$ cat src/rtl/mips_pkg.sv
// Shared constants for the EX-stage multiply/divide unit: op codes, FSM states
// and the default datapath width.
package mips_pkg;

  localparam int unsigned DATA_WIDTH_DEFAULT = 32;

  localparam logic [2:0] OP_NOP   = 3'd0;
  localparam logic [2:0] OP_MULT  = 3'd1;
  localparam logic [2:0] OP_MULTU = 3'd2;
  localparam logic [2:0] OP_DIV   = 3'd3;
  localparam logic [2:0] OP_DIVU  = 3'd4;
  localparam logic [2:0] OP_MFHI  = 3'd5;
  localparam logic [2:0] OP_MFLO  = 3'd6;
  localparam logic [2:0] OP_MT    = 3'd7;

  localparam logic [1:0] ST_IDLE = 2'd0;
  localparam logic [1:0] ST_CALC = 2'd1;
  localparam logic [1:0] ST_FIX  = 2'd2;
  localparam logic [1:0] ST_DONE = 2'd3;

  function automatic logic is_muldiv_op(input logic [2:0] op);
    return (op >= OP_MULT) && (op <= OP_DIVU);
  endfunction

  function automatic logic is_signed_op(input logic [2:0] op);
    return (op == OP_MULT) || (op == OP_DIV);
  endfunction

endpackage

$ cat src/rtl/ex_muldiv_step.sv
// One iteration of the iterative datapath: radix-2 shift-add multiply or
// restoring shift-subtract divide, selected by is_div_i.
module ex_muldiv_step
  import mips_pkg::*;
#(
  parameter int unsigned DATA_WIDTH = DATA_WIDTH_DEFAULT
) (
  input  logic                      is_div_i,
  input  logic [2*DATA_WIDTH-1:0]   acc_i,
  input  logic [DATA_WIDTH-1:0]     rem_i,
  input  logic [DATA_WIDTH-1:0]     opb_i,
  output logic [2*DATA_WIDTH-1:0]   acc_o,
  output logic [DATA_WIDTH-1:0]     rem_o
);

  localparam int unsigned W = DATA_WIDTH;

  logic [W:0] sum;
  logic [W:0] shifted;
  logic [W:0] diff;

  always_comb begin
    // Multiply: acc = {partial sum, multiplier}; add multiplicand on LSB, shift right.
    sum     = {1'b0, acc_i[2*W-1:W]} + (acc_i[0] ? {1'b0, opb_i} : '0);
    // Divide: acc[W-1:0] shifts dividend bits out the top and quotient bits in.
    shifted = {rem_i, acc_i[W-1]};
    diff    = shifted - {1'b0, opb_i};
    if (is_div_i) begin
      if (diff[W]) begin
        rem_o = shifted[W-1:0];
        acc_o = {acc_i[2*W-1:W], acc_i[W-2:0], 1'b0};
      end else begin
        rem_o = diff[W-1:0];
        acc_o = {acc_i[2*W-1:W], acc_i[W-2:0], 1'b1};
      end
    end else begin
      rem_o = rem_i;
      acc_o = {sum, acc_i[W-1:1]};
    end
  end

endmodule

$ cat src/rtl/ex_muldiv_unit.sv
// EX-stage multi-cycle multiply/divide unit with private HI/LO registers and
// a pipeline stall for HI/LO-class instructions while an operation is in flight.
module ex_muldiv_unit
  import mips_pkg::*;
#(
  parameter int unsigned DATA_WIDTH = DATA_WIDTH_DEFAULT
) (
  input  logic                  i_clock,
  input  logic                  i_reset,
  input  logic                  i_valid,
  input  logic [2:0]            i_op,
  input  logic                  i_sel_lo,
  input  logic [DATA_WIDTH-1:0] i_regA,
  input  logic [DATA_WIDTH-1:0] i_regB,
  input  logic                  i_flush,
  output logic [DATA_WIDTH-1:0] o_result,
  output logic [DATA_WIDTH-1:0] o_hi,
  output logic [DATA_WIDTH-1:0] o_lo,
  output logic                  o_busy,
  output logic                  o_done,
  output logic                  o_stall
);

  localparam int unsigned W     = DATA_WIDTH;
  localparam int unsigned CNT_W = (W > 1) ? $clog2(W) : 1;
  localparam logic [CNT_W-1:0] CNT_LAST = CNT_W'(W - 1);

  logic [1:0]       state_q, state_d;
  logic [CNT_W-1:0] cnt_q, cnt_d;
  logic [2*W-1:0]   acc_q, acc_d;
  logic [W-1:0]     rem_q, rem_d;
  logic [W-1:0]     opb_q, opb_d;
  logic             is_div_q, is_div_d;
  logic             sign_a_q, sign_a_d;
  logic             sign_b_q, sign_b_d;
  logic [W-1:0]     hi_q, hi_d;
  logic [W-1:0]     lo_q, lo_d;

  logic [2*W-1:0]   step_acc;
  logic [W-1:0]     step_rem;

  logic             busy;
  logic             accept;
  logic             sgn_op;
  logic             neg_res;
  logic [2*W-1:0]   prod_fix;
  logic [W-1:0]     quo_fix;
  logic [W-1:0]     rem_fix;

  ex_muldiv_step #(
    .DATA_WIDTH(DATA_WIDTH)
  ) u_step (
    .is_div_i(is_div_q),
    .acc_i   (acc_q),
    .rem_i   (rem_q),
    .opb_i   (opb_q),
    .acc_o   (step_acc),
    .rem_o   (step_rem)
  );

  assign busy   = (state_q == ST_CALC) || (state_q == ST_FIX);
  assign accept = i_valid && !i_flush && is_muldiv_op(i_op);
  assign sgn_op = is_signed_op(i_op);

  // Sign correction applied in FIX; a zero divisor bypasses quotient negation.
  always_comb begin
    neg_res  = sign_a_q ^ sign_b_q;
    prod_fix = neg_res ? (~acc_q + 1'b1) : acc_q;
    if (opb_q == '0) begin
      quo_fix = '1;
    end else begin
      quo_fix = neg_res ? (~acc_q[W-1:0] + 1'b1) : acc_q[W-1:0];
    end
    rem_fix = sign_a_q ? (~rem_q + 1'b1) : rem_q;
  end

  always_comb begin
    state_d  = state_q;
    cnt_d    = cnt_q;
    acc_d    = acc_q;
    rem_d    = rem_q;
    opb_d    = opb_q;
    is_div_d = is_div_q;
    sign_a_d = sign_a_q;
    sign_b_d = sign_b_q;
    hi_d     = hi_q;
    lo_d     = lo_q;
    case (state_q)
      ST_IDLE, ST_DONE: begin
        state_d = ST_IDLE;
        if (accept) begin
          state_d  = ST_CALC;
          cnt_d    = '0;
          sign_a_d = sgn_op && i_regA[W-1];
          sign_b_d = sgn_op && i_regB[W-1];
          acc_d    = {{W{1'b0}}, (sgn_op && i_regA[W-1]) ? (~i_regA + 1'b1) : i_regA};
          opb_d    = (sgn_op && i_regB[W-1]) ? (~i_regB + 1'b1) : i_regB;
          rem_d    = '0;
          is_div_d = (i_op == OP_DIV) || (i_op == OP_DIVU);
        end else if (i_valid && (i_op == OP_MT)) begin
          if (i_sel_lo) begin
            lo_d = i_regA;
          end else begin
            hi_d = i_regA;
          end
        end
      end
      ST_CALC: begin
        if (i_flush) begin
          state_d = ST_IDLE;
        end else begin
          acc_d = step_acc;
          rem_d = step_rem;
          cnt_d = cnt_q + 1'b1;
          if (cnt_q == CNT_LAST) begin
            state_d = ST_FIX;
          end
        end
      end
      ST_FIX: begin
        if (i_flush) begin
          state_d = ST_IDLE;
        end else begin
          state_d = ST_DONE;
          if (is_div_q) begin
            lo_d = quo_fix;
            hi_d = rem_fix;
          end else begin
            lo_d = prod_fix[W-1:0];
            hi_d = prod_fix[2*W-1:W];
          end
        end
      end
      default: state_d = ST_IDLE;
    endcase
  end

  always_ff @(posedge i_clock or negedge i_reset) begin
    if (!i_reset) begin
      state_q  <= ST_IDLE;
      cnt_q    <= '0;
      acc_q    <= '0;
      rem_q    <= '0;
      opb_q    <= '0;
      is_div_q <= 1'b0;
      sign_a_q <= 1'b0;
      sign_b_q <= 1'b0;
      hi_q     <= '0;
      lo_q     <= '0;
    end else begin
      state_q  <= state_d;
      cnt_q    <= cnt_d;
      acc_q    <= acc_d;
      rem_q    <= rem_d;
      opb_q    <= opb_d;
      is_div_q <= is_div_d;
      sign_a_q <= sign_a_d;
      sign_b_q <= sign_b_d;
      hi_q     <= hi_d;
      lo_q     <= lo_d;
    end
  end

  always_comb begin
    o_result = '0;
    if (i_valid && !busy) begin
      if (i_op == OP_MFHI) begin
        o_result = hi_q;
      end else if (i_op == OP_MFLO) begin
        o_result = lo_q;
      end
    end
  end

  assign o_hi    = hi_q;
  assign o_lo    = lo_q;
  assign o_busy  = busy;
  assign o_done  = (state_q == ST_DONE);
  assign o_stall = busy && i_valid && (i_op != OP_NOP);

endmodule

$ cat config.mk
export PLATFORM = sky130hd
export DESIGN_NAME = ex_muldiv_unit
export DESIGN_NICKNAME = d
export VERILOG_FILES = /design/src/rtl/mips_pkg.sv /design/src/rtl/ex_muldiv_step.sv /design/src/rtl/ex_muldiv_unit.sv
export SDC_FILE = /design/constraint.sdc
export NUM_CORES = 1
export LEC_CHECK = 0
export ABC_AREA = 0
export CAP_MARGIN = 15
export CORE_MARGIN = 8
export CORE_UTILIZATION = 55
export CTS_CLUSTER_SIZE = 10
export DETAILED_ROUTE_END_ITERATION = 10
export PLACE_DENSITY = 0.78
export SLEW_MARGIN = 25
export SYNTH_ARGS = -nofsm -noshare
export SYNTH_HDL_FRONTEND = slang
export SYNTH_SLANG_ARGS = --single-unit
$ cat constraint.sdc
create_clock -name i_clock -period 6.5 [get_ports i_clock]
set_input_delay 0.975 -clock i_clock [delete_from_list [all_inputs] [get_ports i_clock]]
set_output_delay 0.975 -clock i_clock [all_outputs]
set_load 0.02 [all_outputs]
### Word level (Yosys, flattened, before mapping)

Index checks and enable logic that the tools add are counted.

| word-level totals | value |
|---|---|
| word-level logic and storage cells | 113 |
| input bits | 72 |
| flip-flop bits (word level) | 202 |

| operators by class | value |
|---|---|
| $lt $le $gt $ge | 2 |
| equality and inequality tests | 20 |
| add/subtract/negate cells | 8 |
| bitwise logic cells | 6 |
| reduce and logical (&&, ||, !) cells | 26 |
| multiplexer cells | 40 |

Operator list:

| operator | number |
|---|---|
| $mux W32 | 23 |
| $mux W64 | 4 |
| $pmux W32 S2 | 3 |
| $add A32 B1 Y32 const B | 4 |
| $not A32 Y32 | 4 |
| $pmux W64 S2 | 1 |
| $add A64 B1 Y64 const B | 1 |
| $not A64 Y64 | 1 |
| $add A32 B33 Y33 | 1 |
| $sub A33 B32 Y33 | 1 |
| $logic_not A32 Y1 | 1 |
| $ne A2 B2 Y1 const B | 9 |
| $eq A3 B3 Y1 const B | 4 |
| $mux W5 | 2 |
| $pmux W5 S2 | 1 |
| $reduce_and A5 Y1 | 2 |
| $logic_and A1 B1 Y1 | 9 |
| $reduce_and A4 Y1 | 2 |
| $mux W2 | 3 |
| $pmux W2 S3 | 1 |
| $add A5 B1 Y5 const B | 1 |
| $eq A5 B5 Y1 const B | 1 |
| $eq A2 B2 Y1 const B | 2 |
| $reduce_bool A2 Y1 | 2 |
| other kinds (15) | 19 |

### Logic depth before layout (Yosys ltp)

Gate-level depths: netlist (run 1).

| logic depth | value |
|---|---|
| depth in word-level cells | 7 |
| gate-level depth with buffers | 15 |
| gate-level depth less buffers | 14 |

### Cells and area by module

A second synthesis (run 1) with hierarchy kept.

| second synthesis, totals | value |
|---|---|
| cells, all modules | 2,250 |
| area, all modules | 17,964.7 um2 |

Modules (own cells, without submodules):

| module | sequential area each (um2) | area each (um2) | instances | cells each |
|---|---|---|---|---|
| ex_muldiv_unit | 5,054.8 | 13,022.5 | 1 | 1,533 |
| ex_muldiv_step | 0.0 | 4,942.2 | 1 | 717 |

### Worst setup path before layout (run 1)

No wires, ideal clock.

| path | value |
|---|---|
| path type | register -> register |
| start | register acc_q[0] |
| end | register hi_q[28] (netlist: o_hi[28]) |
| clock period less this slack | 3.377 ns |
| path slack | 3.123 ns |
| path buffers | 2 |
| data arrival time | 3.312 ns |
| stages on the path, launching flop included | 15 |
| cell sequence | dfrtp_1 > inv_1 > clkbuf_1 > ha_1 > or4b_1 > or4b_1 > buf_2 > nor4_4 > and2_1 > nand3_1 > o21ai_1 > xnor2_1 > mux2i_1 > a211oi_1 > a21o_1 |

| on the way | value |
|---|---|
| word-level cells in the longest chain between the ends | 6 |

Ends and longest elaborated chain:

| item | RTL line | RTL |
|---|---|---|
| start, declared | ex_muldiv_unit.sv:30 | `logic [2*W-1:0] acc_q, acc_d;` |
| start signal, assigned | ex_muldiv_unit.sv:142 | `acc_q <= '0;` |
| start signal, assigned | ex_muldiv_unit.sv:153 | `acc_q <= acc_d;` |
| $not A64 Y64 | ex_muldiv_unit.sv:68 | `prod_fix = neg_res ? (~acc_q + 1'b1) : acc_q;` |
| $add A64 B1 Y64 | ex_muldiv_unit.sv:68 |  |
| $mux W64 | ex_muldiv_unit.sv:68 |  |
| $mux W32 | ex_muldiv_unit.sv:125 | `if (is_div_q) begin` |
| $mux W32 | ex_muldiv_unit.sv:121 | `if (i_flush) begin` |
| $pmux W32 S2 | ex_muldiv_unit.sv:88 | `case (state_q)` |
| end signal, assigned | ex_muldiv_unit.sv:159 | `hi_q <= hi_d;` |
| end, declared | ex_muldiv_unit.sv:36 | `logic [W-1:0] hi_q, hi_d;` |

Every way passes these cells. The select of a mux whose other input is x is not followed.
A chain may end at the register's enable or synchronous reset.

### Worst setup path in the final report (run 1)

| path | value |
|---|---|
| start | register acc_q[0] |
| end | register hi_q[12] (netlist: o_hi[12]) |

The elaborated chain is that of the path after synthesis.

==> impl_metrics.tcl, run 1 <==
set metrics [dict create \
    cts_root_buffer "clkbuf_16" \
    syn_avg_cell_area_um2 7.77 \
    cts_buffer_depth 3 \
    num_io_pins 171 \
    p_leak_uw 0.00844 \
    required_ns 6.90 \
    cp-start-kind "register" \
    arrival_ns 4.67 \
    firstDrtPassIters 6 \
    endpoint_kind "register" \
    multiInputGateArea_mm2 0.0106 \
    ys_seq_area_share_pct 30.9 \
    slowest_delay_ns 0.71 \
    critical_path_class "reg -> reg" \
    maxSlewViolCount 0 \
    crit_path_frequent_cell "or4b_1" \
    cts_num_sinks 202 \
    synthArstFlopShare_pct 100 \
    outcome "complete, no violations" \
    whs_ns 0.477 \
    finalSetupViolations 0 \
    instances_no_fill 2603 \
    die_area_mm2 0.0355 \
    drt-wirelength-per-cell_um 21.2 \
    cts-resized-gates 0 \
    grt_max_degree 94 \
    hp-class "reg -> reg" \
    row_count 63 \
    yosysTopAreaCell "dfrtp_1" \
    grt_setup_unrepaired "false" \
    fmax_mhz 234 \
    fin_ws_ns 2.23 \
    min_period_ns 4.27 \
    synth_edf_count 0 \
    ys_warn_count 0 \
    syn_inst 2107 \
    worstPathMaxFanout 7 \
    max_cap_violations 0 \
    tns_ns 0 \
    fin_crit_sh_pct 65.7 \
    pre_cts_slack_ns 1.94 \
    via_per_inst 6.39 \
    vias 16600 \
    routed_wl_mm 55.2 \
    peakVddDrop_uv 205 \
    cts_hold_buf 0 \
    synth_top_area_share_pct 30.9 \
    grt_util_all_layers_pct 30.2 \
    core-area_mm2 0.0295 \
    synth_seq_cells 202 \
    nNetsFinal 2348 \
    slowest_stage "or4b_1" \
    layout-drive-gt1-share_pct 3.89 \
    grt_pass1_vias 16000 \
    clk_pin_slew_ns 0.06 \
    dieWidth_um 189 \
    clk_latency_ns 0.54 \
    ff_latch_area_mm2 0.00506 \
    cts_setup_buffers 0 \
    htreeDepth 1 \
    synth_ff_type "dfrtp_1" \
    layout-area-overhead-vs-synth_pct 16.3 \
    antenna_found_initial 1 \
    synthTopCellsByArea "dfrtp_1 (31%), o21ai_0 (8.1%), nand2_1 (6.8%)" \
    synth.distinct_cells 74 \
    path_cells "inv_1 > ha_1 > or4b_1 > or4b_1 > nor4_4 > and2_1 > nand3_1 > o21ai_1 > xor2_1 > nor3_1 > a211oi_1 > o21ai_0" \
    initial_core_util_pct 55.5 \
    dp.cells 2564 \
    initialDrtViolationCount 1683 \
    syn-cell-area_mm2 0.0164 \
    fin_area_mm2 0.0190 \
    drcViolationCount 0 \
    hpwl_mm 41.3 \
    place.gp.congestion 0.952 \
    slew_headroom_pct 25.7 \
    worst_pin_slew_ns 1.11 \
    grt_pass1_wl_mm 88.6 \
    powerDensity_mw_per_mm2 279 \
    numCtsBuffers 25 \
    ant_nets 0 \
    syn_nets 2254 \
    cts_tree "done" \
    fillers 2578 \
    io_buffers 170 \
    finalHoldViolCount 0 \
    grt_overflow 0 \
    die_h_um 189 \
    placed_cell_area_mm2 0.0183 \
    skew_ns 0.0147 \
]
-- logic make-up (layout without fill, tap and decap cells) --
family | count (synthesis) | after routing | synth area share, %
simple gates | 706 | 706 | 19.9
compound gates | 674 | 674 | 24.9
xor+xnor | 204 | 204 | 10.9
flops | 202 | 202 | 30.9
buf+inv | 197 | 302 | 4.60
fa+ha+maj | 75 | 75 | 5.82
mux | 49 | 49 | 3.00
other cells | 0 | 1 | 0
-- report_power, final --
group / switching (µW) / internal (µW) / leakage, µW
logic: 1230 / 880 / 0.00549
registers: 388 / 1530 / 0.00260
clock network: 541 / 730 / 0.000350
total: 2160 / 3150 / 0.00844
-- layout make-up --
type	count	area share (%)
sequential	202	26.6
timing repair buffer	194	9.90
clock buffer	35	3.64
multi-input combinational	1708	55.8
antenna	1	0.0131
inverter	70	1.38
clock inverter	3	0.0986
tap	390	2.56
-- sequential cells by signal, summed over array words and instances, names as in the netlist --
register  count
acc_q        64
o_hi         32
o_lo         32
opb_q        32
rem_q        32
cnt_q         5
state_q       2
is_div_q      1
sign_a_q      1
sign_b_q      1
-- cell usage after synthesis, types with 6 or more instances --
| master | count |
|---|---|
| a31oi_1 | 21 |
| nand4_1 | 11 |
| xnor2_1 | 112 |
| nand3_1 | 47 |
| o22ai_1 | 32 |
| a22oi_1 | 37 |
| buf_1 | 8 |
| nor4_1 | 23 |
| a21o_1 | 29 |
| a21oi_1 | 142 |
| dfrtp_1 | 202 |
| and3_1 | 21 |
| inv_1 | 70 |
| nor3_1 | 45 |
| or4_1 | 13 |
| nor2_1 | 166 |
| mux2i_1 | 48 |
| xor2_1 | 92 |
| o21ai_0 | 264 |
| nand2b_1 | 15 |
| o211ai_1 | 12 |
| o21ai_1 | 12 |
| ha_1 | 73 |
| clkbuf_1 | 113 |
| or3_1 | 18 |
| a211oi_1 | 12 |
| and2_1 | 12 |
| o31ai_1 | 24 |
| o311ai_0 | 20 |
| nand2_1 | 298 |
| o41ai_1 | 15 |
| o21a_1 | 6 |
| o21bai_1 | 7 |
-- worst paths after layout --
path                       slack (ns)                     end            startpoint  depth (start not counted)
min                              0.48    cnt_q[4]$_DFFE_PN0P_  cnt_q[4]$_DFFE_PN0P_                          2
min reg2reg                      0.48    cnt_q[4]$_DFFE_PN0P_  cnt_q[4]$_DFFE_PN0P_                          2
max                              2.23    o_hi[12]$_DFFE_PN0P_  acc_q[0]$_DFFE_PN0P_                         12
max in group asynchronous        4.60   rem_q[21]$_DFFE_PN0P_               i_reset                          2
max reg2reg                      2.23    o_hi[12]$_DFFE_PN0P_  acc_q[0]$_DFFE_PN0P_                         12
min in group asynchronous        0.52  state_q[1]$_DFFE_PN0P_               i_reset                          1
-- placed cells by master, fill, tap and decap left out, drive strengths merged, types with 5 or more instances in the layout --
master	instances
o21a	6
a31oi	21
nand3b	5
o41ai	15
a211oi	12
inv	71
xnor2	112
or4	16
o22ai	32
clkdlybuf4s50	169
xor2	92
ha	73
o311ai	21
o21bai	7
o31ai	26
a22oi	37
dfrtp	202
nor2	166
a21o	29
nand2	300
clkbuf	36
nor2b	5
and3	21
a21oi	142
nand3	47
mux2i	48
buf	24
o211ai	12
nand2b	15
and2	13
or3	18
nand4	11
o21ai	276
nor4	26
nor3	46
-- metrics by stage --
| stage | utilization, % | power [µW] |
|---|---|---|
| 2_1_floorplan | - | 3170 |
| 3_3_place_gp | 62.1 | 3970 |
| 3_5_place_dp | 62.1 | 4020 |
| 4_1_cts | 64.6 | 5290 |
| 5_1_grt | 64.6 | 5610 |
| 6_report | 64.6 | 5310 |
-- layer usage --
metal / part of all wire [%] / track usage [%] / wire, µm / up-vias
met4: 4.6 / 13.0 / 2540 / 0
li1: - / - / - / 7755
met5: 0 / 0 / 0 / -
met1: 40 / 37.9 / 22000 / 7951
met3: 8.8 / 6.21 / 4840 / 170
met2: 47 / 50.0 / 25800 / 758
-- critical path: cells and delay by family (launching register included) --
| kind | cells | cell delay (ns) |
|---|---|---|
| AND/OR/NAND/NOR | 6 | 2.25 |
| AO/OA/AOI/OAI | 3 | 0.85 |
| flip-flops | 1 | 0.47 |
| adder cells (fa/ha/maj) | 1 | 0.22 |
| XOR/XNOR | 1 | 0.20 |
| buffers and inverters | 1 | 0.12 |
Power figures use the tool's default switching activity.
==> inputs of run 2 (changes only) <==
--- a/config.mk
+++ b/config.mk
@@ -8,7 +8,7 @@
 export ABC_AREA = 0
 export CAP_MARGIN = 15
 export CORE_MARGIN = 8
-export CORE_UTILIZATION = 55
+export CORE_UTILIZATION = 53
 export CTS_CLUSTER_SIZE = 10
 export DETAILED_ROUTE_END_ITERATION = 10
 export PLACE_DENSITY = 0.78
==> constraint.sdc (replaced) <==
create_clock -name i_clock -period 3.65 [get_ports i_clock]
set_input_delay 0.5475 -clock i_clock [delete_from_list [all_inputs] [get_ports i_clock]]
set_output_delay 0.5475 -clock i_clock [all_outputs]
set_load 0.02 [all_outputs]
==> run 2 against run 1 <==
Effect of this change:
- sequential power rose by 73%
- sequential share of layout area fell by 0.95 points
- clock skew rose by 0.0051 ns
- via count rose by 1.8%
- combinational power rose by 94%
- critical path type unchanged
- first-iteration DRC count rose by 1.8%
- critical path depth rose by 3
- largest power group unchanged
- non-clock buffer count rose by 84
- die area rose by 3.5%
==> impl_metrics.tcl, run 2 (same netlist as run 1, synthesis figures left out) <==
set metrics [dict create \
    outcome "complete, no violations" \
    initialDrtViolationCount 1714 \
    regMostFlops "acc_q" \
    power_frac_clock_pct 23.6 \
    max_cap_violations 0 \
    core-area_mm2 0.0305 \
    place.gp.congestion 0.970 \
    tns_ns 0 \
    p_leak_uw 0.00887 \
    routed_wl_mm 57.4 \
    clk_latency_ns 0.54 \
    nNetsFinal 2432 \
    r2r-start "acc_q[0]$_DFFE_PN0P_" \
    endpoint_kind "register" \
    switchingPower_uw 3950 \
    min_period_ns 3.49 \
    die_h_um 192 \
    row_count 64 \
    fin_ws_ns 0.162 \
    hpwl_mm 44.0 \
    finalHoldViolCount 0 \
    required_ns 4.08 \
    io_buffers 170 \
    instances_no_fill 2692 \
    layout-drive-gt1-share_pct 7.67 \
    final_cell_mix "nand2_1 (297), o21ai_0 (262), dfrtp_1 (201), clkdlybuf4s50_1 (169), nor2_1 (164)" \
    worst_pin_slew_ns 1.05 \
    htreeDepth 1 \
    p_int_uw 5750 \
    via_per_inst 6.29 \
    power_frac_seq_pct 34.2 \
    cts_root_buffer "clkbuf_16" \
    finalSetupViolations 0 \
    multiInputGateArea_mm2 0.0107 \
    drcViolationCount 0 \
    comb_power_share_pct 42.3 \
    ff_latch_area_mm2 0.00506 \
    die_area_mm2 0.0368 \
    critical_path_class "reg -> reg" \
    cts_tree "done" \
    dp.cells 2652 \
    ant_nets 0 \
    largest_reg_flops 64 \
    maxSlewViolCount 0 \
    reg2reg_setup_slack_ns 0.16 \
    cts_num_sinks 202 \
    fillers 2675 \
    drt-wirelength-per-cell_um 21.3 \
    grt_util_all_layers_pct 30.4 \
    powerDensity_mw_per_mm2 492 \
    slew_headroom_pct 29.7 \
    final_common_cell "nand2_1" \
    cts_buffer_depth 3 \
    pre_cts_slack_ns -0.0163 \
    hp-class "in -> async" \
    grt_pass1_vias 16200 \
    netSwitchingFraction_pct 40.7 \
    diodes 0 \
    initial_core_util_pct 53.7 \
    skew_ns 0.0197 \
    clk_pin_slew_ns 0.06 \
    layout-area-overhead-vs-synth_pct 20.6 \
    cp-start-kind "register" \
    r2r_cells 15 \
    dieWidth_um 192 \
    arrival_ns 3.91 \
    vias 16900 \
    peakVddDrop_uv 370 \
    timing.rr.end "acc_q[56]$_DFFE_PN0P_" \
    worstPathMaxFanout 15 \
    cts_hold_buf 0 \
    num_io_pins 171 \
    grt_max_degree 97 \
    grt_pass1_wl_mm 89.3 \
    numCtsBuffers 25 \
    fin_crit_sh_pct 95.6 \
    antenna_found_initial 0 \
    fmax_mhz 287 \
    firstDrtPassIters 5 \
    grt_overflow 0 \
]
-- run 2: cell count changes in the layout (fill, tap and decap cells not counted), sizes merged --
| cell | previous run | this run |
|---|---|---|
| clkinv | 2 | 1 |
| inv | 71 | 70 |
| clkbuf | 36 | 38 |
| buf | 24 | 108 |
| diode | 1 | 0 |
-- run 2: metrics by stage --
stage                     util (%)  instance area, µm²  power, µW  hold WS (ns)
final                         64.7               19700       9710        0.0801
after global placement        62.1               19000       7270         0.456
after CTS                     64.6               19700       9670         0.123
after detailed placement      62.1               19000       7380         0.467
after global routing          64.7               19700      10200         0.147
after floorplan                  -               16400       5650         0.252
-- run 2: power groups by stage --
stage	sequential [µW]	combinational (µW)	clock, µW
after floorplan	3450	2190	0
after global placement	3310	3960	0
after detailed placement	3330	4040	0
after CTS	3290	4070	2310
after global routing	3370	4460	2370
final	3320	4100	2290
-- run 2: final cells by class --
type	count	area share [%]
Timing Repair Buffer	278	12.9
Inverter	70	1.33
Clock buffer	37	3.60
Multi-Input combinational cell	1708	54.0
Clock inverter	1	0.0253
Tap cell	396	2.51
Sequential cell	202	25.6
-- run 2: routing by layer --
metal	routed length (µm)	track usage, %
met2	26700	50.6
met3	5280	5.41
met5	0	0
met4	2770	13.9
met1	22700	37.9
-- run 2: how the worst max path moves through the flow --
stage,end,startpoint,depth (start not counted)
CTS,acc_q[61]$_DFFE_PN0P_,acc_q[0]$_DFFE_PN0P_,13
global route,acc_q[56]$_DFFE_PN0P_,acc_q[0]$_DFFE_PN0P_,15
finish,acc_q[56]$_DFFE_PN0P_,acc_q[0]$_DFFE_PN0P_,15
detailed placement,rem_q[12]$_DFFE_PN0P_,acc_q[31]$_DFFE_PN0P_,14
floorplan,o_hi[28]$_DFFE_PN0P_,acc_q[0]$_DFFE_PN0P_,14
global placement,acc_q[31]$_DFFE_PN0P_,i_regA[10],10
-- run 2: critical path, stage by stage, from the launching register on --
cell	delay (ns)
dfrtp_1	0.37
inv_1	0.09
buf_4	0.26
nor2_1	0.08
ha_1	0.33
o21ai_0	0.30
nor3_2	0.09
o21ai_1	0.33
o311a_1	0.26
o21ai_0	0.12
a21oi_1	0.25
o21ai_0	0.15
buf_4	0.16
a211o_1	0.26
xor2_1	0.14
a22o_1	0.20
-- run 2: what timing repair did --
item,CTS,global route
pin swaps,1,1
endpoints found under the setup margin,1,39
resized for setup,1,9
setup buffers,2,0
